## config.mk

```make
export PLATFORM = sky130hd
export DESIGN_NAME = exp_taylor_engine
export DESIGN_NICKNAME = d
export VERILOG_FILES = /design/src/rtl/exp_taylor_engine.sv
export SDC_FILE = /design/constraint.sdc
export NUM_CORES = 1
export LEC_CHECK = 0
export BUFFER_PORTS_ARGS = -buffer_cell sky130_fd_sc_hd__buf_4
export CAP_MARGIN = 15
export CORE_MARGIN = 10
export CORE_UTILIZATION = 55
export CTS_BUF_LIST = sky130_fd_sc_hd__clkbuf_8 sky130_fd_sc_hd__clkbuf_16
export CTS_CLUSTER_DIAMETER = 30
export DETAILED_ROUTE_END_ITERATION = 10
export MAX_ROUTING_LAYER = met4
export PLACE_DENSITY = 0.71
export SLEW_MARGIN = 20
export SYNTH_ARGS = -nofsm -noshare
export SYNTH_HDL_FRONTEND = slang
export SYNTH_SLANG_ARGS = --single-unit
```

## constraint.sdc

```tcl
create_clock -name clk -period 8.5 [get_ports clk]
set_input_delay 0.85 -clock clk [delete_from_list [all_inputs] [get_ports clk]]
set_output_delay 0.85 -clock clk [all_outputs]
set_load 0.02 [all_outputs]
```

## src/rtl/exp_taylor_engine.sv

```systemverilog
// Fixed-point e^x engine: sums up to TERMS Taylor terms with one shared multiplier.
// Optional saturation of the accumulator on overflow is enabled by defining EXP_SAT_EN.
module exp_taylor_engine #(
    parameter int WIDTH = 16,
    parameter int TERMS = 8,
    localparam int TW = $clog2(TERMS + 1)
) (
    input  logic             clk,
    input  logic             rst,
    input  logic             start,
    input  logic [WIDTH-1:0] x,
    input  logic [TW-1:0]    terms,
    output logic             ready,
    output logic             busy,
    output logic             done,
    output logic [WIDTH:0]   result,
    output logic             ovf
);

    localparam int F = WIDTH - 1;
    localparam logic [WIDTH:0] ONE = {2'b01, {F{1'b0}}};

    // Coefficient table k[n] = round(2^F / n); entry 0 is never addressed.
    function automatic logic [TERMS:0][WIDTH-1:0] build_k_rom();
        logic [TERMS:0][WIDTH-1:0] rom;
        longint unsigned num;
        rom = '0;
        for (int n = 1; n <= TERMS; n++) begin
            num = (64'd1 << F) + 64'(n / 2);
            rom[n] = WIDTH'(num / 64'(n));
        end
        return rom;
    endfunction

    localparam logic [TERMS:0][WIDTH-1:0] K_ROM = build_k_rom();

    typedef enum logic [2:0] {
        S_IDLE  = 3'd0,
        S_INIT  = 3'd1,
        S_MUL_K = 3'd2,
        S_MUL_X = 3'd3,
        S_ADD   = 3'd4,
        S_DONE  = 3'd5
    } state_t;

    state_t            r_state;
    logic [WIDTH:0]    r_r;
    logic [WIDTH:0]    r_t;
    logic [WIDTH-1:0]  r_xr;
    logic [TW-1:0]     r_n;
    logic [TW-1:0]     r_nt;
    logic              r_ovf;
    logic              r_ready;
    logic              r_busy;
    logic              r_done;

    logic [TW-1:0]     w_nt_clamp;
    logic [WIDTH-1:0]  w_mul_b;
    logic [2*WIDTH:0]  w_prod;
    logic [WIDTH:0]    w_t_next;
    logic [WIDTH+1:0]  w_sum;

    // Clamp the requested term count into 1..TERMS.
    always_comb begin
        w_nt_clamp = terms;
        if (terms == '0) begin
            w_nt_clamp = TW'(1);
        end else if (terms > TW'(TERMS)) begin
            w_nt_clamp = TW'(TERMS);
        end else begin
            w_nt_clamp = terms;
        end
    end

    // Shared multiplier: coefficient in MUL_K, latched operand otherwise.
    always_comb begin
        w_mul_b = r_xr;
        if (r_state == S_MUL_K) begin
            w_mul_b = K_ROM[r_n];
        end else begin
            w_mul_b = r_xr;
        end
    end

    assign w_prod   = {{WIDTH{1'b0}}, r_t} * {{(WIDTH + 1){1'b0}}, w_mul_b};
    assign w_t_next = (WIDTH + 1)'(w_prod >> F);
    assign w_sum    = {1'b0, r_r} + {1'b0, r_t};

    // Controller and datapath state with registered handshake outputs.
    always_ff @(posedge clk) begin
        if (rst) begin
            r_state <= S_IDLE;
            r_r     <= '0;
            r_t     <= '0;
            r_xr    <= '0;
            r_n     <= '0;
            r_nt    <= '0;
            r_ovf   <= 1'b0;
            r_ready <= 1'b1;
            r_busy  <= 1'b0;
            r_done  <= 1'b0;
        end else begin
            case (r_state)
                S_IDLE: begin
                    if (start) begin
                        r_xr    <= x;
                        r_nt    <= w_nt_clamp;
                        r_ready <= 1'b0;
                        r_busy  <= 1'b1;
                        r_state <= S_INIT;
                    end
                end
                S_INIT: begin
                    r_t     <= ONE;
                    r_r     <= ONE;
                    r_n     <= TW'(1);
                    r_ovf   <= 1'b0;
                    r_state <= S_MUL_K;
                end
                S_MUL_K: begin
                    r_t     <= w_t_next;
                    r_state <= S_MUL_X;
                end
                S_MUL_X: begin
                    r_t     <= w_t_next;
                    r_state <= S_ADD;
                end
                S_ADD: begin
`ifdef EXP_SAT_EN
                    if (r_ovf || w_sum[WIDTH+1]) begin
                        r_r <= '1;
                    end else begin
                        r_r <= w_sum[WIDTH:0];
                    end
`else
                    r_r <= w_sum[WIDTH:0];
`endif
                    if (w_sum[WIDTH+1]) begin
                        r_ovf <= 1'b1;
                    end
                    r_n <= r_n + TW'(1);
                    if (r_n == r_nt) begin
                        r_busy  <= 1'b0;
                        r_done  <= 1'b1;
                        r_state <= S_DONE;
                    end else begin
                        r_state <= S_MUL_K;
                    end
                end
                S_DONE: begin
                    r_done  <= 1'b0;
                    r_ready <= 1'b1;
                    r_state <= S_IDLE;
                end
                default: begin
                    r_ready <= 1'b1;
                    r_busy  <= 1'b0;
                    r_done  <= 1'b0;
                    r_state <= S_IDLE;
                end
            endcase
        end
    end

    assign ready  = r_ready;
    assign busy   = r_busy;
    assign done   = r_done;
    assign result = r_r;
    assign ovf    = r_ovf;

endmodule

```

-- Word-level counts from Yosys, hierarchy flattened
Memory sizes are Yosys's and may differ from the RTL's. A register that Yosys moved wholly into a read port is not among the register bits.
Index checks and enable logic that the tools add are counted.
- bitwise logic cells: 3
- reductions and logical operators: 13
- $lt $le $gt $ge: 2
- muxes and demuxes: 21
- add/subtract/negate cells: 2
- eq/ne operators: 9
- multipliers: 1
- operator list (cell ; count):
    $pmux 17 s2 ; 2
    $mul 17x16->32 ; 1
    $mux 16 ; 2
    $add 17x17->18 ; 1
    $mux 4 ; 4
    $pmux 3 s5 ; 1
    $reduce_or 4->1 ; 3
    $pmux 4 s2 ; 1
    $reduce_and 2->1 ; 4
    $eq 3x2->1 const B ; 2
    $eq 3x3->1 const B ; 2
    $mux 3 ; 2
    $ne 2x2->1 const B ; 3
    $pmux 1 s2 ; 3
    $lt 4x5->1 const B ; 1
    $mux 1 ; 5
    $add 4x1->4 const B ; 1
    $eq 4x4->1 ; 1
    $gt 4x4->1 const B ; 1
    $logic_not 4->1 ; 1
    $reduce_bool 2->1 ; 2
    $eq 3x1->1 const B ; 1
    $logic_not 3->1 ; 1
    $not 1->1 ; 3
    other kinds (3) ; 3
- memories kept: 1
- logic and storage cells: 62
- flip-flop bits (word level): 65
- ROM bits: 256
- output and inout port bits: 21
- memory list (name ; depth ; bits a word ; read ports ; clocked after Yosys merged registers in ; wr ports ; RTL line ; text):
    (name not given) ; 16 ; 16 ; 1 ; 1 ; 0 ; 79 ; w_mul_b = K_ROM[r_n];

-- Depth between registers and ports, before layout
- depth in word-level cells: 5
- mapped depth: 28
- depth with buffers taken out: 24

-- Least setup slack after synthesis
Ideal clock, no wire load.
- path type: reg2reg
- start: register r_state[2]
- end: register r_t[13]
- cell stages (with the launch flop): 27
- arrival time: 6.781 ns
- path buffers: 4
- setup time: 0.120 ns
- slack: 1.599 ns
- required time: 8.380 ns
- path through: dfxtp_1 > buf_2 > nor3b_4 > clkbuf_1 > mux2i_1 > clkbuf_1 > nor2b_1 > fa_1 > inv_1 > fa_1 > fa_1 > inv_1 > fa_1 > fa_1 > inv_1 > fa_1 > inv_1 > ha_1 > clkbuf_1 > o21ai_0 > a21oi_1 > nor2_1 > o21ai_0 > o41ai_4 > o311ai_1 > nor4_2 > a211o_1
- longest elaborated chain between the ends: 4
- ends and longest elaborated chain (item ; RTL line ; text):
    start, declared ; 46 ; state_t r_state;
    start signal, assigned ; 92 ; r_state <= S_IDLE;
    start signal, assigned ; 110 ; r_state <= S_INIT;
    start signal, assigned ; 118 ; r_state <= S_MUL_K;
    $eq 3x2->1 ; 78, 103 ;
    $mux 16 ; 78 ; if (r_state == S_MUL_K) begin
    $mul 17x16->32 ; 85 ; assign w_prod = {{WIDTH{1'b0}}, r_t} * {{(WIDTH + 1){1'b0}}, w_mul_b};
    $pmux 17 s2 ; 103 ; case (r_state)
    end signal, assigned ; 121 ; r_t <= w_t_next;
    end signal, assigned ; 125 ; r_t <= w_t_next;
    end, declared ; 48 ; logic [WIDTH:0] r_t;
Several ways; a longest one is shown, not always the timed one.
A chain may end at the register's enable or synchronous reset.

-- Final worst setup path
- start: register r_state[1]
- end: register r_t[13]
Same word-level chain as after synthesis.

==> impl_metrics.csv <==
group,metric,value,unit
status,result_of_the_run,"finished clean",
worst_setup_path,critical_setup_path_kind,"reg -> reg",
global_routing,grt_overflow_total,0,
timing,post-route-period-util,87.3,%
drt,routed_wirelength,29800,microns
worst_setup_path,critPathLaunchType,"register",
worst_hold_path,class_of_the_most_critical_hold_timing_path,"reg -> reg",
global_routing,grt_pass1_vias,10174,
floorplan,die-area,28700,sq um
clock_tree,clockBufferDepth,2,
worst_setup_path,critical_path.endpoint_type,"register",
logic_synthesis,post_synth_main_area_contributors,"fa_1 (34%), dfxtp_1 (13%), ha_1 (12%)",
clock_tree,cts_tree,"yes",
floorplan,die_w,169,microns
logic_synthesis,syn-num-nets,1771,
timing,post-route-worst-setup-slack,1.08,ns
clock_tree,postCtsSetupBuffers,0,
timing,timing.final.max_slew_violations,0,
floorplan,floorplan.die.height,169,microns
logic_synthesis,ys_seq_elements,77,
timing,timing_worst_slew_pin_value,1.00,ns
drt,route.vias.total,9540,
timing,slew_headroom,33.0,%
logic_synthesis,instance_count_of_the_mapped_netlist,1422,
run,number_of_maximum_capacitance_constraint_violations,0,
power_and_ir_drop,total_leakage_power,6.55,nW
placed_design,pre_cts_slack,1.20,ns
floorplan,num_rows,54,
worst_setup_path,critPathMaxFanout,17,
drt,drc,0,
placed_design,place.detailed.hpwl,23100,microns
drt,detail_route.wl_per_cell,17.4,microns
power_and_ir_drop,post-layout-total-power,0.000944,W
drt,detailedRoute.firstIterationViolations,595,
logic_synthesis,synthesis_warning_total,0,
logic_synthesis,share_of_synthesized_area_occupied_by_flip_flops_and_latches,12.6,%
floorplan,ioPinCount,44,
clock_tree,cts_resized,0,
logic_synthesis,synth_area_leader_cell,"fa_1",
clock_tree,clock_tree.root_cell,"clkbuf_16",
worst_setup_path,worstPathRequired,8.73,ns
floorplan,design.core.area,21900,sq um
drt,drtAntennaViolNets,0,
timing,final_setup_violation_count,0,
layout,synthToLayoutAreaGrowth,6.92,%
placed_design,port-buffer-count,43,
placed_design,dpl_cell_area,12800,sq um
drt,dr.pass1.iters,7,
logic_synthesis,ys.flop_type,"dfxtp_1",
clock_tree,clock_sinks,77,
power_and_ir_drop,power.ir.vdd_worst,0.000110,V
layout,final_layout_size_suffix_gt1_share,6.06,%
timing,final.setup.tns,0,ns
logic_synthesis,postSynth.asyncResetShare,0,%
power_and_ir_drop,powerDensity,72.0,nW/um^2
global_routing,grt_first_pass_wirelength,51100,microns
logic_synthesis,avgSynthCellArea,8.62,sq um
logic_synthesis,summed_instance_area_of_the_synthesized_netlist,12300,sq um
logic_synthesis,edff_count_synth,0,
global_routing,globalRouteTotalUtil,22.3,%
timing,rsz0062_at_grt,"false",
drt,detail_route.vias_per_cell,5.56,
logic_synthesis,synth_cell_type_count,59,
layout,num_antenna_cells,0,
timing,fin_skew,0.00491,ns
clock_tree,clock_tree.htree_level_count,3,
timing,period_needed,7.42,ns
timing,hold_violations,0,
global_routing,grt_start_max_net_pins,50,
logic_synthesis,netlist.area_leader.share,33.8,%
floorplan,initial_utilization,56.0,%
clock_tree,cts_made_buffers,9,
global_routing,grt_antenna_before_repair,0,
layout,final_net_count,1779,
clock_tree,clkSlewWorstSetupHoldPaths,0.06,ns
clock_tree,holdBufCountCts,0,
placed_design,routabilityCongestion,0.970,
worst_setup_path,timing.critical_path.arrival,7.65,ns
timing,fmax,135,MHz
clock_tree,clk_latency,0.34,ns
layout,post-route-cell-area,13100,sq um
## where the power goes
part           internal, W  switching [W]
combinational    0.0000535       0.000120
sequential        0.000374      0.0000163
clock             0.000232       0.000148
## layout by cell type (no fill, tap or decap), drive strengths merged, types with 17 or more instances in the layout
cell,Yosys,routed
and2,80,80
inv,239,241
o21ai,36,36
nor2b,49,49
nand2b,17,17
nor2,49,49
a21oi,65,65
xnor2,21,21
fa,207,207
dfxtp,77,77
buf,3,56
nand2,249,249
ha,119,119
## stage by stage
step           util, %  std cells  hold slack [ns]
2_1_floorplan        -       1422            0.434
3_3_place_gp      58.5       1699            0.445
3_5_place_dp      58.5       1699            0.450
4_1_cts           59.9       1715            0.459
5_1_grt           59.9       1715            0.477
6_report          59.9       1715            0.459
## cells in the mapped netlist, drive strengths merged (3+ instances only)
cell type	count
o41ai	4
nor3	5
nor2b	49
a211oi	7
fa	207
xor2	16
inv	239
ha	119
nor4	7
buf	3
dfxtp	77
or3	3
nor2	49
a21o	14
o21a	7
nand4	4
nand2	249
and2	80
a22oi	9
o211ai	5
nand3	9
a21oi	65
a22o	8
o21ai	36
clkbuf	56
o21bai	5
nor3b	5
and3	4
a31oi	5
nand2b	17
nand3b	3
mux2i	9
xnor2	21
## final timing paths
check             start      end  slack (ns)  cells past startpoint
max reg2reg  r_state[1]  r_t[13]        1.08                     22
max          r_state[1]  r_t[13]        1.08                     22
min reg2reg     r_xr[5]  r_xr[5]        0.46                      2
min             r_xr[5]  r_xr[5]        0.46                      2
## worst max-delay path, stage by stage, from the launching register on
cell	delay, ns
dfxtp_1	0.54
nor3b_4	0.63
nand2_1	0.18
nand2_1	0.57
nand2_1	0.18
fa_1	0.55
fa_1	0.52
fa_1	0.51
inv_1	0.05
fa_1	0.50
fa_1	0.49
inv_1	0.05
fa_1	0.49
inv_1	0.05
ha_1	0.38
o21ai_0	0.12
a21oi_1	0.16
nor2_1	0.06
o21ai_0	0.29
o41ai_4	0.20
o311ai_1	0.45
nor4_2	0.06
a211o_1	0.28
## cell families after synthesis
group	share of synthesized area, %
compound gates	9.72
xor+xnor	2.64
fa+ha+maj	46.0
buf+inv	9.15
flops	12.6
mux	0.827
simple gates	19.1
## layout make-up
type,instances,area [sq um]
timing repair buffer,56,420
inverter,239,897
clock inverter,6,55.1
sequential,77,1540
multi-input combinational,1047,9600
clock buffer,10,239
fill,1978,8790
tap,280,350
## layer usage
metal	share of wire (%)	global-route usage [%]
met1	42	27.6
met2	51	38.7
met3	5.3	2.80
met4	1.8	4.39
met5	0	-
Power figures use the tool's default switching activity.
